--- src/rtl/fifo_stream_pkg.sv ---
// Shared types and sizing for the fifo_rd_stream prefetch path.
package fifo_stream_pkg;

  localparam int unsigned BUF_DEPTH   = 3;
  localparam int unsigned OCC_W       = 2;
  localparam int unsigned PTR_W       = 2;
  localparam int unsigned STALL_CNT_W = 16;

  typedef logic [OCC_W-1:0] occ_t;
  typedef logic [PTR_W-1:0] ptr_t;

  // Ring pointer advance, wrapping modulo BUF_DEPTH
  function automatic ptr_t ptr_inc(ptr_t p);
    return (p == ptr_t'(BUF_DEPTH - 1)) ? '0 : p + ptr_t'(1);
  endfunction

endpackage

--- src/rtl/fifo_rd_stream_if.sv ---
// FIFO pop side plus valid/ready stream side of fifo_rd_stream.
interface fifo_rd_stream_if #(
  parameter int unsigned WIDTH = 32
);

  logic             fifo_empty;
  logic             fifo_pop;
  logic [WIDTH-1:0] fifo_rd_data;
  logic             m_valid;
  logic             m_ready;
  logic [WIDTH-1:0] m_data;
  logic             m_last;

  modport master (
    input  fifo_empty, fifo_rd_data, m_ready,
    output fifo_pop, m_valid, m_data, m_last
  );

  modport slave (
    output fifo_empty, fifo_rd_data, m_ready,
    input  fifo_pop, m_valid, m_data, m_last
  );

endinterface

--- src/rtl/stream_prefetch_buf.sv ---
// Three-entry in-order ring buffer absorbing the FIFO's read latency.
module stream_prefetch_buf
  import fifo_stream_pkg::*;
#(
  parameter int unsigned WIDTH = 32
) (
  input  logic             clk,
  input  logic             rst,
  input  logic             wr_en,
  input  logic [WIDTH-1:0] wr_data,
  input  logic             rd_en,
  output logic [WIDTH-1:0] head_data,
  output occ_t             occ
);

  logic [WIDTH-1:0] mem_q [BUF_DEPTH];
  logic [WIDTH-1:0] mem_d [BUF_DEPTH];
  ptr_t             head_q, head_d;
  ptr_t             tail_q, tail_d;
  occ_t             occ_q, occ_d;

  always_comb begin
    mem_d  = mem_q;
    head_d = head_q;
    tail_d = tail_q;
    occ_d  = occ_q;
    if (wr_en) begin
      mem_d[tail_q] = wr_data;
      tail_d        = ptr_inc(tail_q);
    end
    if (rd_en) begin
      head_d = ptr_inc(head_q);
    end
    // Simultaneous write and read leaves occupancy unchanged
    case ({wr_en, rd_en})
      2'b10:   occ_d = occ_q + occ_t'(1);
      2'b01:   occ_d = occ_q - occ_t'(1);
      default: occ_d = occ_q;
    endcase
  end

  always_ff @(posedge clk) begin
    if (rst) begin
      for (int unsigned i = 0; i < BUF_DEPTH; i++) begin
        mem_q[i] <= '0;
      end
      head_q <= '0;
      tail_q <= '0;
      occ_q  <= '0;
    end else begin
      mem_q  <= mem_d;
      head_q <= head_d;
      tail_q <= tail_d;
      occ_q  <= occ_d;
    end
  end

  assign head_data = mem_q[head_q];
  assign occ       = occ_q;

endmodule

--- src/rtl/fifo_rd_stream.sv ---
// Pops sync_fifo into a prefetch buffer and presents a burst-framed valid/ready stream.
// Optional stall counter port is enabled by defining FIFO_RD_PERF_EN.
module fifo_rd_stream
  import fifo_stream_pkg::*;
#(
  parameter  int unsigned WIDTH     = 32,
  parameter  int unsigned BURST_LEN = 4,
  localparam int unsigned BIDX_W    = (BURST_LEN > 1) ? $clog2(BURST_LEN) : 1
) (
  input  logic                   clk,
  input  logic                   rst,
  fifo_rd_stream_if.master       bus,
  output logic [BIDX_W-1:0]      beat_idx
`ifdef FIFO_RD_PERF_EN
  ,
  output logic [STALL_CNT_W-1:0] stall_cnt
`endif
);

  logic              inflight_q, inflight_d;
  logic [BIDX_W-1:0] beat_q, beat_d;
  occ_t              occ;
  logic [WIDTH-1:0]  head_data;
  logic              valid;
  logic              hs;
  logic              last;
  logic              pop;

  stream_prefetch_buf #(.WIDTH(WIDTH)) u_buf (
    .clk       (clk),
    .rst       (rst),
    .wr_en     (inflight_q),
    .wr_data   (bus.fifo_rd_data),
    .rd_en     (hs),
    .head_data (head_data),
    .occ       (occ)
  );

  // Pop only from registered occupancy so m_ready never reaches fifo_pop
  always_comb begin
    valid      = (occ != '0);
    hs         = valid && bus.m_ready;
    last       = (beat_q == BIDX_W'(BURST_LEN - 1));
    pop        = !rst && !bus.fifo_empty &&
                 ((3'({1'b0, occ}) + 3'(inflight_q)) < 3'(BUF_DEPTH));
    inflight_d = pop;
    beat_d     = beat_q;
    if (hs) begin
      beat_d = last ? '0 : beat_q + BIDX_W'(1);
    end
  end

  always_ff @(posedge clk) begin
    if (rst) begin
      inflight_q <= 1'b0;
      beat_q     <= '0;
    end else begin
      inflight_q <= inflight_d;
      beat_q     <= beat_d;
    end
  end

  assign bus.fifo_pop = pop;
  assign bus.m_valid  = valid;
  assign bus.m_data   = head_data;
  assign bus.m_last   = last;
  assign beat_idx     = beat_q;

`ifdef FIFO_RD_PERF_EN
  logic [STALL_CNT_W-1:0] stall_q, stall_d;

  // Saturating count of cycles with a beat offered but not accepted
  always_comb begin
    stall_d = stall_q;
    if (valid && !bus.m_ready && (stall_q != '1)) begin
      stall_d = stall_q + STALL_CNT_W'(1);
    end
  end

  always_ff @(posedge clk) begin
    if (rst) begin
      stall_q <= '0;
    end else begin
      stall_q <= stall_d;
    end
  end

  assign stall_cnt = stall_q;
`endif

endmodule

--- src/flat_wrapper.sv ---
// flat-port wrapper written by rule: the top's interface ports become plain ports
module fifo_rd_stream_flat import fifo_stream_pkg::*;
#(
  parameter  int unsigned WIDTH     = 32,
  parameter  int unsigned BURST_LEN = 4,
  localparam int unsigned BIDX_W    = (BURST_LEN > 1) ? $clog2(BURST_LEN) : 1
)
  (clk, rst, beat_idx, bus_fifo_empty, bus_fifo_rd_data, bus_m_ready, bus_fifo_pop, bus_m_valid, bus_m_data, bus_m_last);
  fifo_rd_stream_if #(.WIDTH(WIDTH)) bus_i ();
  input  logic clk;
  input  logic rst;
  output logic [BIDX_W-1:0] beat_idx;
  input wire logic [$bits(bus_i.fifo_empty)-1:0] bus_fifo_empty;
  input wire logic [$bits(bus_i.fifo_rd_data)-1:0] bus_fifo_rd_data;
  input wire logic [$bits(bus_i.m_ready)-1:0] bus_m_ready;
  output wire logic [$bits(bus_i.fifo_pop)-1:0] bus_fifo_pop;
  output wire logic [$bits(bus_i.m_valid)-1:0] bus_m_valid;
  output wire logic [$bits(bus_i.m_data)-1:0] bus_m_data;
  output wire logic [$bits(bus_i.m_last)-1:0] bus_m_last;
  assign bus_i.fifo_empty = bus_fifo_empty;
  assign bus_i.fifo_rd_data = bus_fifo_rd_data;
  assign bus_i.m_ready = bus_m_ready;
  assign bus_fifo_pop = bus_i.fifo_pop;
  assign bus_m_valid = bus_i.m_valid;
  assign bus_m_data = bus_i.m_data;
  assign bus_m_last = bus_i.m_last;
  fifo_rd_stream #(.WIDTH(WIDTH), .BURST_LEN(BURST_LEN)) u_core (.clk(clk), .rst(rst), .bus(bus_i), .beat_idx(beat_idx));
endmodule
--- config.mk ---
export PLATFORM = sky130hd
export DESIGN_NAME = fifo_rd_stream_flat
export DESIGN_NICKNAME = d
export VERILOG_FILES = /design/src/rtl/fifo_stream_pkg.sv /design/src/rtl/fifo_rd_stream_if.sv /design/src/rtl/stream_prefetch_buf.sv /design/src/rtl/fifo_rd_stream.sv /design/src/flat_wrapper.sv
export SDC_FILE = /design/constraint.sdc
export NUM_CORES = 1
export LEC_CHECK = 0
export CAP_MARGIN = 30
export CORE_UTILIZATION = 50
export DETAILED_ROUTE_END_ITERATION = 8
export MAX_ROUTING_LAYER = met4
export PLACE_DENSITY = 0.74
export SKIP_LAST_GASP = 1
export SLEW_MARGIN = 20
export SYNTH_ARGS = -nofsm -noshare
export SYNTH_HDL_FRONTEND = slang
export SYNTH_SLANG_ARGS = --single-unit
--- constraint.sdc ---
create_clock -name clk -period 2.06 [get_ports clk]
set_input_delay 0.309 -clock clk [delete_from_list [all_inputs] [get_ports clk]]
set_output_delay 0.309 -clock clk [all_outputs]
set_load 0.01 [all_outputs]
==> metrics.cfg, run 1 <==
[hold_path]
min_path_type = flop to flop
holdPathStages = 2

[sta]
slew_headroom = 0.665
finalHoldViolCount = 0
finalSetupTns_ns = -0.00143
tightest_slew_ns = 0.501
setup_viol = 1
finClkSkew_ns = 0.0109
clock.fmax_ghz = 0.485
finalCritPeriodShare = 1.00
setup_slack_ns = -0.00143
rsz0062_at_grt = yes
slew_violations = 0
period_minus_slack_ns = 2.06

[layout]
n_antenna_cell = 0
layout_commonest_cell = nand2_1
multi_input_area_sq_um = 2090
area_growth_pct = 24.1
drive_above_1_share = 0.0891
fillCellCount = 790
final_cell_mix = 222 x nand2_1, 103 x dfxtp_1, 102 x a21oi_1, 38 x clkdlybuf4s50_1, 32 x mux2i_1
nets = 675
register_area_sq_um = 2110

[worst_setup_path]
r2r_cells = 6
reg2reg_to = u_core.u_buf.occ[1]$_SDFFE_PP0P_
reg2reg_slack_ns = 0.34
critPathMaxStageDelay_ns = 0.40
path_max_fanout = 2
crit_end = bus_fifo_pop
cp-end-kind = output port
worstPathArrival_ns = 1.75
crit_path_frequent_cell = ha_1
r2r-start = u_core.u_buf.occ[0]$_SDFFE_PP0P_
cp_slowest_cell = a2111oi_0
cp.required_ns = 1.75
path_buf_inv = 1
cpLargestDelayFamily = adder cells
criticalPathCategory = flop to output port
crit_path_start_kind = flop
path_cells = ha_1 -> ha_1 -> a2111oi_0 -> clkbuf_2
cp-startpoint = u_core.u_buf.occ[0]$_SDFFE_PP0P_
crit_cells = 4

[routing]
ant_nets = 0
routedWlPerCell_um = 14.6
top_layer = met4
postRouteWirelength_mm = 11.0
viasPerCell = 5.36
m1WireLength_mm = 4.80
drtIter0Drc = 174
met2WireLength_mm = 5.47
vias = 4013
wl_met3_um = 577
first_pass_iters = 4
post-route-drc-count = 0

[logic_synthesis]
synth_edf_count = 0
ys_ff_latch = 105
synthTopCellsByArea = dfxtp_1 47%, nand2_1 19%, a21oi_1 11%, mux2i_1 7.4%, o21ai_0 2.4%
syn-cell-area_sq_um = 4450
synth_top_area_share = 0.472
synth_cell_types = 27
syn_inst = 571
async_flop_share = 0
synth_top_flop_cell = dfxtp_1
synth_fp_nets = 611
ys_warn_count = 0
yosysSeqAreaShare = 0.472
avgSynthCellArea_sq_um = 7.80
yosys.area.top_type = dfxtp_1

[clock_network]
cts_buffers = 9
cts_root_buf = clkbuf_8
path_clk_slew_ns = 0.09
clk_latency_ns = 0.36
cts_tree = yes
cts_sinks = 105
clockBufferDepth = 2
htree_num_levels = 3

[floorplan]
row_count = 34
start_util = 0.513
core_area_sq_um = 8680
die_w_um = 96.4
fp.dieH_um = 96.4
pin_count = 73
dieArea_sq_um = 9290

[run]
maxCapViolCount = 0

[pwr]
power_per_cell_area_nw_per_um2 = 798
ir_drop_v = 0.000464
p_leak_uw = 0.00206

[status]
violations = setup timing
status = finished, violations left

[global_routing]
grt_pass1_wl_mm = 17.8
grt_remaining_overflow = 0
antenna_found_initial = 0
gr-usage-all-layers = 0.258
grt_max_degree = 106
grt_pass1_vias = 3771

[placement]
gp_congestion = 0.763
portBuffers = 72
dp_hpwl_mm = 6.95
dpl_worst_slack_ns = -0.00959

## worst min-delay path by stage
stage                                   startpoint                                  end  slack (ns)
6_report       u_core.u_buf.mem_q[94]$_SDFFE_PP0P_  u_core.u_buf.mem_q[94]$_SDFFE_PP0P_        0.46
5_1_grt        u_core.u_buf.mem_q[94]$_SDFFE_PP0P_  u_core.u_buf.mem_q[94]$_SDFFE_PP0P_        0.47
2_1_floorplan                       bus_fifo_empty         u_core.inflight_q$_SDFF_PP0_        0.39
3_5_place_dp   u_core.u_buf.mem_q[94]$_SDFFE_PP0P_  u_core.u_buf.mem_q[94]$_SDFFE_PP0P_        0.45
4_1_cts        u_core.u_buf.mem_q[35]$_SDFFE_PP0P_  u_core.u_buf.mem_q[35]$_SDFFE_PP0P_        0.46
3_3_place_gp   u_core.u_buf.mem_q[86]$_SDFFE_PP0P_  u_core.u_buf.mem_q[86]$_SDFFE_PP0P_        0.44
## where the power goes
group	internal [uW]	switching (uW)	leakage, uW
clock network	444	699	0.0000802
registers	2140	79.7	0.000852
logic	514	534	0.00112
## cells by family after synthesis
kind of cell	synth area share
AOI/OAI and AO/OA	0.158
xor gates and xnor gates	0.00393
adders and majority gates	0.0112
buffers and inverters	0.0601
DFF	0.472
muxes	0.0742
and+or+nand+nor	0.221
## through the flow
step	instances	total power, uW	hold slack (ns)	util	instance area (sq um)
after floorplan	571	2860	0.392	-	4450
after detailed placement	729	3320	0.447	0.608	5280
after global routing	748	4630	0.472	0.637	5530
after CTS	747	4420	0.460	0.632	5480
after global placement	729	3290	0.441	0.608	5280
final	748	4410	0.458	0.637	5530
## synthesized netlist by cell type (5+ instances only)
| library cell | count |
|---|---|
| o21ai_1 | 11 |
| buf_4 | 5 |
| mux2i_1 | 33 |
| buf_2 | 19 |
| nand2_2 | 5 |
| a21oi_1 | 102 |
| clkbuf_1 | 13 |
| o21ai_0 | 21 |
| dfxtp_1 | 105 |
| nand2_1 | 222 |
| buf_6 | 7 |
## registers in the layout (all words and copies together) (netlist names)
register / cells
u_core.u_buf.head_q: 2
u_core.u_buf.tail_q: 2
u_core.u_buf.occ: 2
u_core.beat_idx: 2
u_core.inflight_q: 1
u_core.u_buf.mem_q: 96
## final cells by class
class | count | area share
Multi-Input combinational cell | 420 | 0.379
Sequential cell | 105 | 0.381
Timing Repair Buffer | 97 | 0.183
Tap cell | 108 | 0.0245
Inverter | 2 | 0.00136
Clock inverter | 6 | 0.00792
Clock buffer | 10 | 0.0231
## metal layers
metal,track usage,up-vias
li1,-,2001
met3,0.0485,11
met4,0.0662,0
met5,-,-
met2,0.444,113
met1,0.311,1888
## tightest hold or removal path, delay by kind of cell, from the launching register on
| family | cells | cell delay [ns] |
|---|---|---|
| flip-flops | 1 | 0.32 |
| AND/OR/NAND/NOR | 1 | 0.05 |
| AO/OA/AOI/OAI | 1 | 0.05 |
## what timing repair did
action,CTS,global route
gates cloned,1,0
gates resized for setup,35,10
buffers inserted,1,0
endpoints found under the setup margin,33,12
hold buffers,0,0
Power figures use the tool's default switching activity.
==> inputs of run 2 (changes only) <==
Clock period 2.06 ns to 2.6 ns, I/O delays scaled along.
==> metrics.cfg, run 2 (same netlist as run 1, synthesis figures left out) <==
[sta]
finalSetupTns_ns = 0
timing.hold.ws_ns = 0.457
clock.fmax_ghz = 0.404
period_minus_slack_ns = 2.48
setup_viol = 0
finalCritPeriodShare = 0.952
slew_violations = 0
tightest_slew_ns = 0.713
finClkSkew_ns = 0.00558
rsz0062_at_grt = no
slew_headroom = 0.524
finalHoldViolCount = 0

[clock_network]
cts_tree = yes
path_clk_slew_ns = 0.09
cts_root_buf = clkbuf_8
clockBufferDepth = 2
htree_num_levels = 3
cts_sinks = 105
cts_buffers = 9
clk_latency_ns = 0.36

[floorplan]
fp.dieH_um = 96.4
start_util = 0.513
row_count = 34
die_w_um = 96.4
dieArea_sq_um = 9290
core_area_sq_um = 8680
pin_count = 73

[worst_setup_path]
cp-end-kind = output port
cp-startpoint = u_core.u_buf.head_q[0]$_SDFFE_PP0P_
worstPathArrival_ns = 2.09
r2r_cells = 4
crit_path_start_kind = flop
critPathMaxStageDelay_ns = 0.57
crit_end = bus_m_data[13]
reg2reg_to = u_core.u_buf.mem_q[64]$_SDFFE_PP0P_
path_max_fanout = 19
cp.required_ns = 2.21
criticalPathCategory = flop to output port
crit_cells = 4
cpLargestDelayFamily = buffers and inverters
r2r-start = u_core.u_buf.tail_q[0]$_SDFFE_PP0P_
reg2reg_slack_ns = 0.86
cp_slowest_cell = clkdlybuf4s50_1
path_buf_inv = 2
path_cells = buf_4 -> mux2i_1 -> o21ai_0 -> clkdlybuf4s50_1

[routing]
viasPerCell = 5.38
vias = 3941
postRouteWirelength_mm = 10.5
routedWlPerCell_um = 14.3
post-route-drc-count = 0
first_pass_iters = 4
ant_nets = 0
drtIter0Drc = 280

[layout]
drive_above_1_share = 0.0640
final_cell_mix = 222 x nand2_1, 104 x dfxtp_1, 102 x a21oi_1, 70 x clkdlybuf4s50_1, 33 x mux2i_1
multi_input_area_sq_um = 2090
largest_register = u_core.u_buf.mem_q
fillCellCount = 764
area_growth_pct = 20.6
largest_reg_flops = 96
nets = 662
n_antenna_cell = 0
layout_commonest_cell = nand2_1
register_area_sq_um = 2110

[global_routing]
antenna_found_initial = 0
grt_remaining_overflow = 0
gr-usage-all-layers = 0.239
grt_pass1_vias = 3558
grt_max_degree = 106
grt_pass1_wl_mm = 16.6

[hold_path]
min_path_type = flop to flop
holdPathStages = 2

[pwr]
switching_share = 0.280
p_leak_uw = 0.00176
pwr-share-comb = 0.205
power_per_cell_area_nw_per_um2 = 671
p_int_uw = 2600
pwr-share-clk = 0.296
p_sw_uw = 1010
ir_drop_v = 0.000408
pwr-share-seq = 0.499

[placement]
gp_congestion = 0.792
dp_hpwl_mm = 6.31
portBuffers = 72

[run]
maxCapViolCount = 0

[status]
status = finished clean

[run 2: changes by cell type in the layout (fill, tap and decap cells not counted), sizes merged]
cell           previous run  this run
buf                      25        13
dlymetal6s2s              5         0
bufinv                    0         2
dlygate4sd2              27         1
bufbuf                    1         0
clkdlybuf4s50            38        70
clkbuf                   11         9
inv                       3         2
clkinv                    2         0
[run 2: tightest hold or removal path: stages, from the launching register on]
cell and delay (ns):
dfxtp_1 0.32, nand2_1 0.05, a21oi_1 0.05
[run 2: layout make-up]
class / instances / share of cell area
sequential: 105 / 0.392
multi-input combinational: 420 / 0.389
timing repair buffer: 84 / 0.154
tap: 108 / 0.0252
clock buffer: 9 / 0.0231
clock inverter: 5 / 0.0154
inverter: 2 / 0.00140
[run 2: power groups by stage]
stage | Sequential, uW | Combinational (uW) | Clock [uW]
3_3_place_gp | 1830 | 717 | 0
3_5_place_dp | 1830 | 733 | 0
2_1_floorplan | 1780 | 492 | 0
6_report | 1800 | 738 | 1070
4_1_cts | 1800 | 735 | 1090
5_1_grt | 1810 | 802 | 1150
[run 2: worst min path at each step]
stage	from	end	slack, ns
finish	u_core.u_buf.mem_q[38]$_SDFFE_PP0P_	u_core.u_buf.mem_q[38]$_SDFFE_PP0P_	0.46
global route	u_core.u_buf.mem_q[57]$_SDFFE_PP0P_	u_core.u_buf.mem_q[57]$_SDFFE_PP0P_	0.48
CTS	u_core.u_buf.mem_q[62]$_SDFFE_PP0P_	u_core.u_buf.mem_q[62]$_SDFFE_PP0P_	0.46
global placement	u_core.u_buf.mem_q[68]$_SDFFE_PP0P_	u_core.u_buf.mem_q[68]$_SDFFE_PP0P_	0.44
floorplan	u_core.u_buf.mem_q[64]$_SDFFE_PP0P_	u_core.u_buf.mem_q[64]$_SDFFE_PP0P_	0.44
detailed placement	u_core.u_buf.mem_q[81]$_SDFFE_PP0P_	u_core.u_buf.mem_q[81]$_SDFFE_PP0P_	0.45
[run 2: what timing repair did]
action / in CTS / in global routing
endpoints found under the setup margin: 9 / 0
setup buffers: 0 / 0
gates resized for setup: 3 / 0
hold buffers: 0 / 0
[run 2: metrics by stage]
stage / setup slack [ns] / total power, uW / utilization / cell area, sq um / cells
5_1_grt: 0.0209 / 3760 / 0.619 / 5370 / 733
3_5_place_dp: 0.320 / 2560 / 0.591 / 5130 / 718
2_1_floorplan: 0.692 / 2270 / - / 4450 / 571
3_3_place_gp: 0.374 / 2540 / 0.591 / 5130 / 718
4_1_cts: 0.125 / 3620 / 0.615 / 5340 / 732
6_report: 0.125 / 3600 / 0.619 / 5370 / 733
[run 2: metal layers]
metal | routed length (um) | vias to the layer above | GRT usage
met2 | 5040 | 115 | 0.392
met3 | 580 | 12 | 0.0493
met5 | 0 | - | -
li1 | - | 1977 | -
met1 | 4720 | 1837 | 0.302
met4 | 128 | 0 | 0.0588
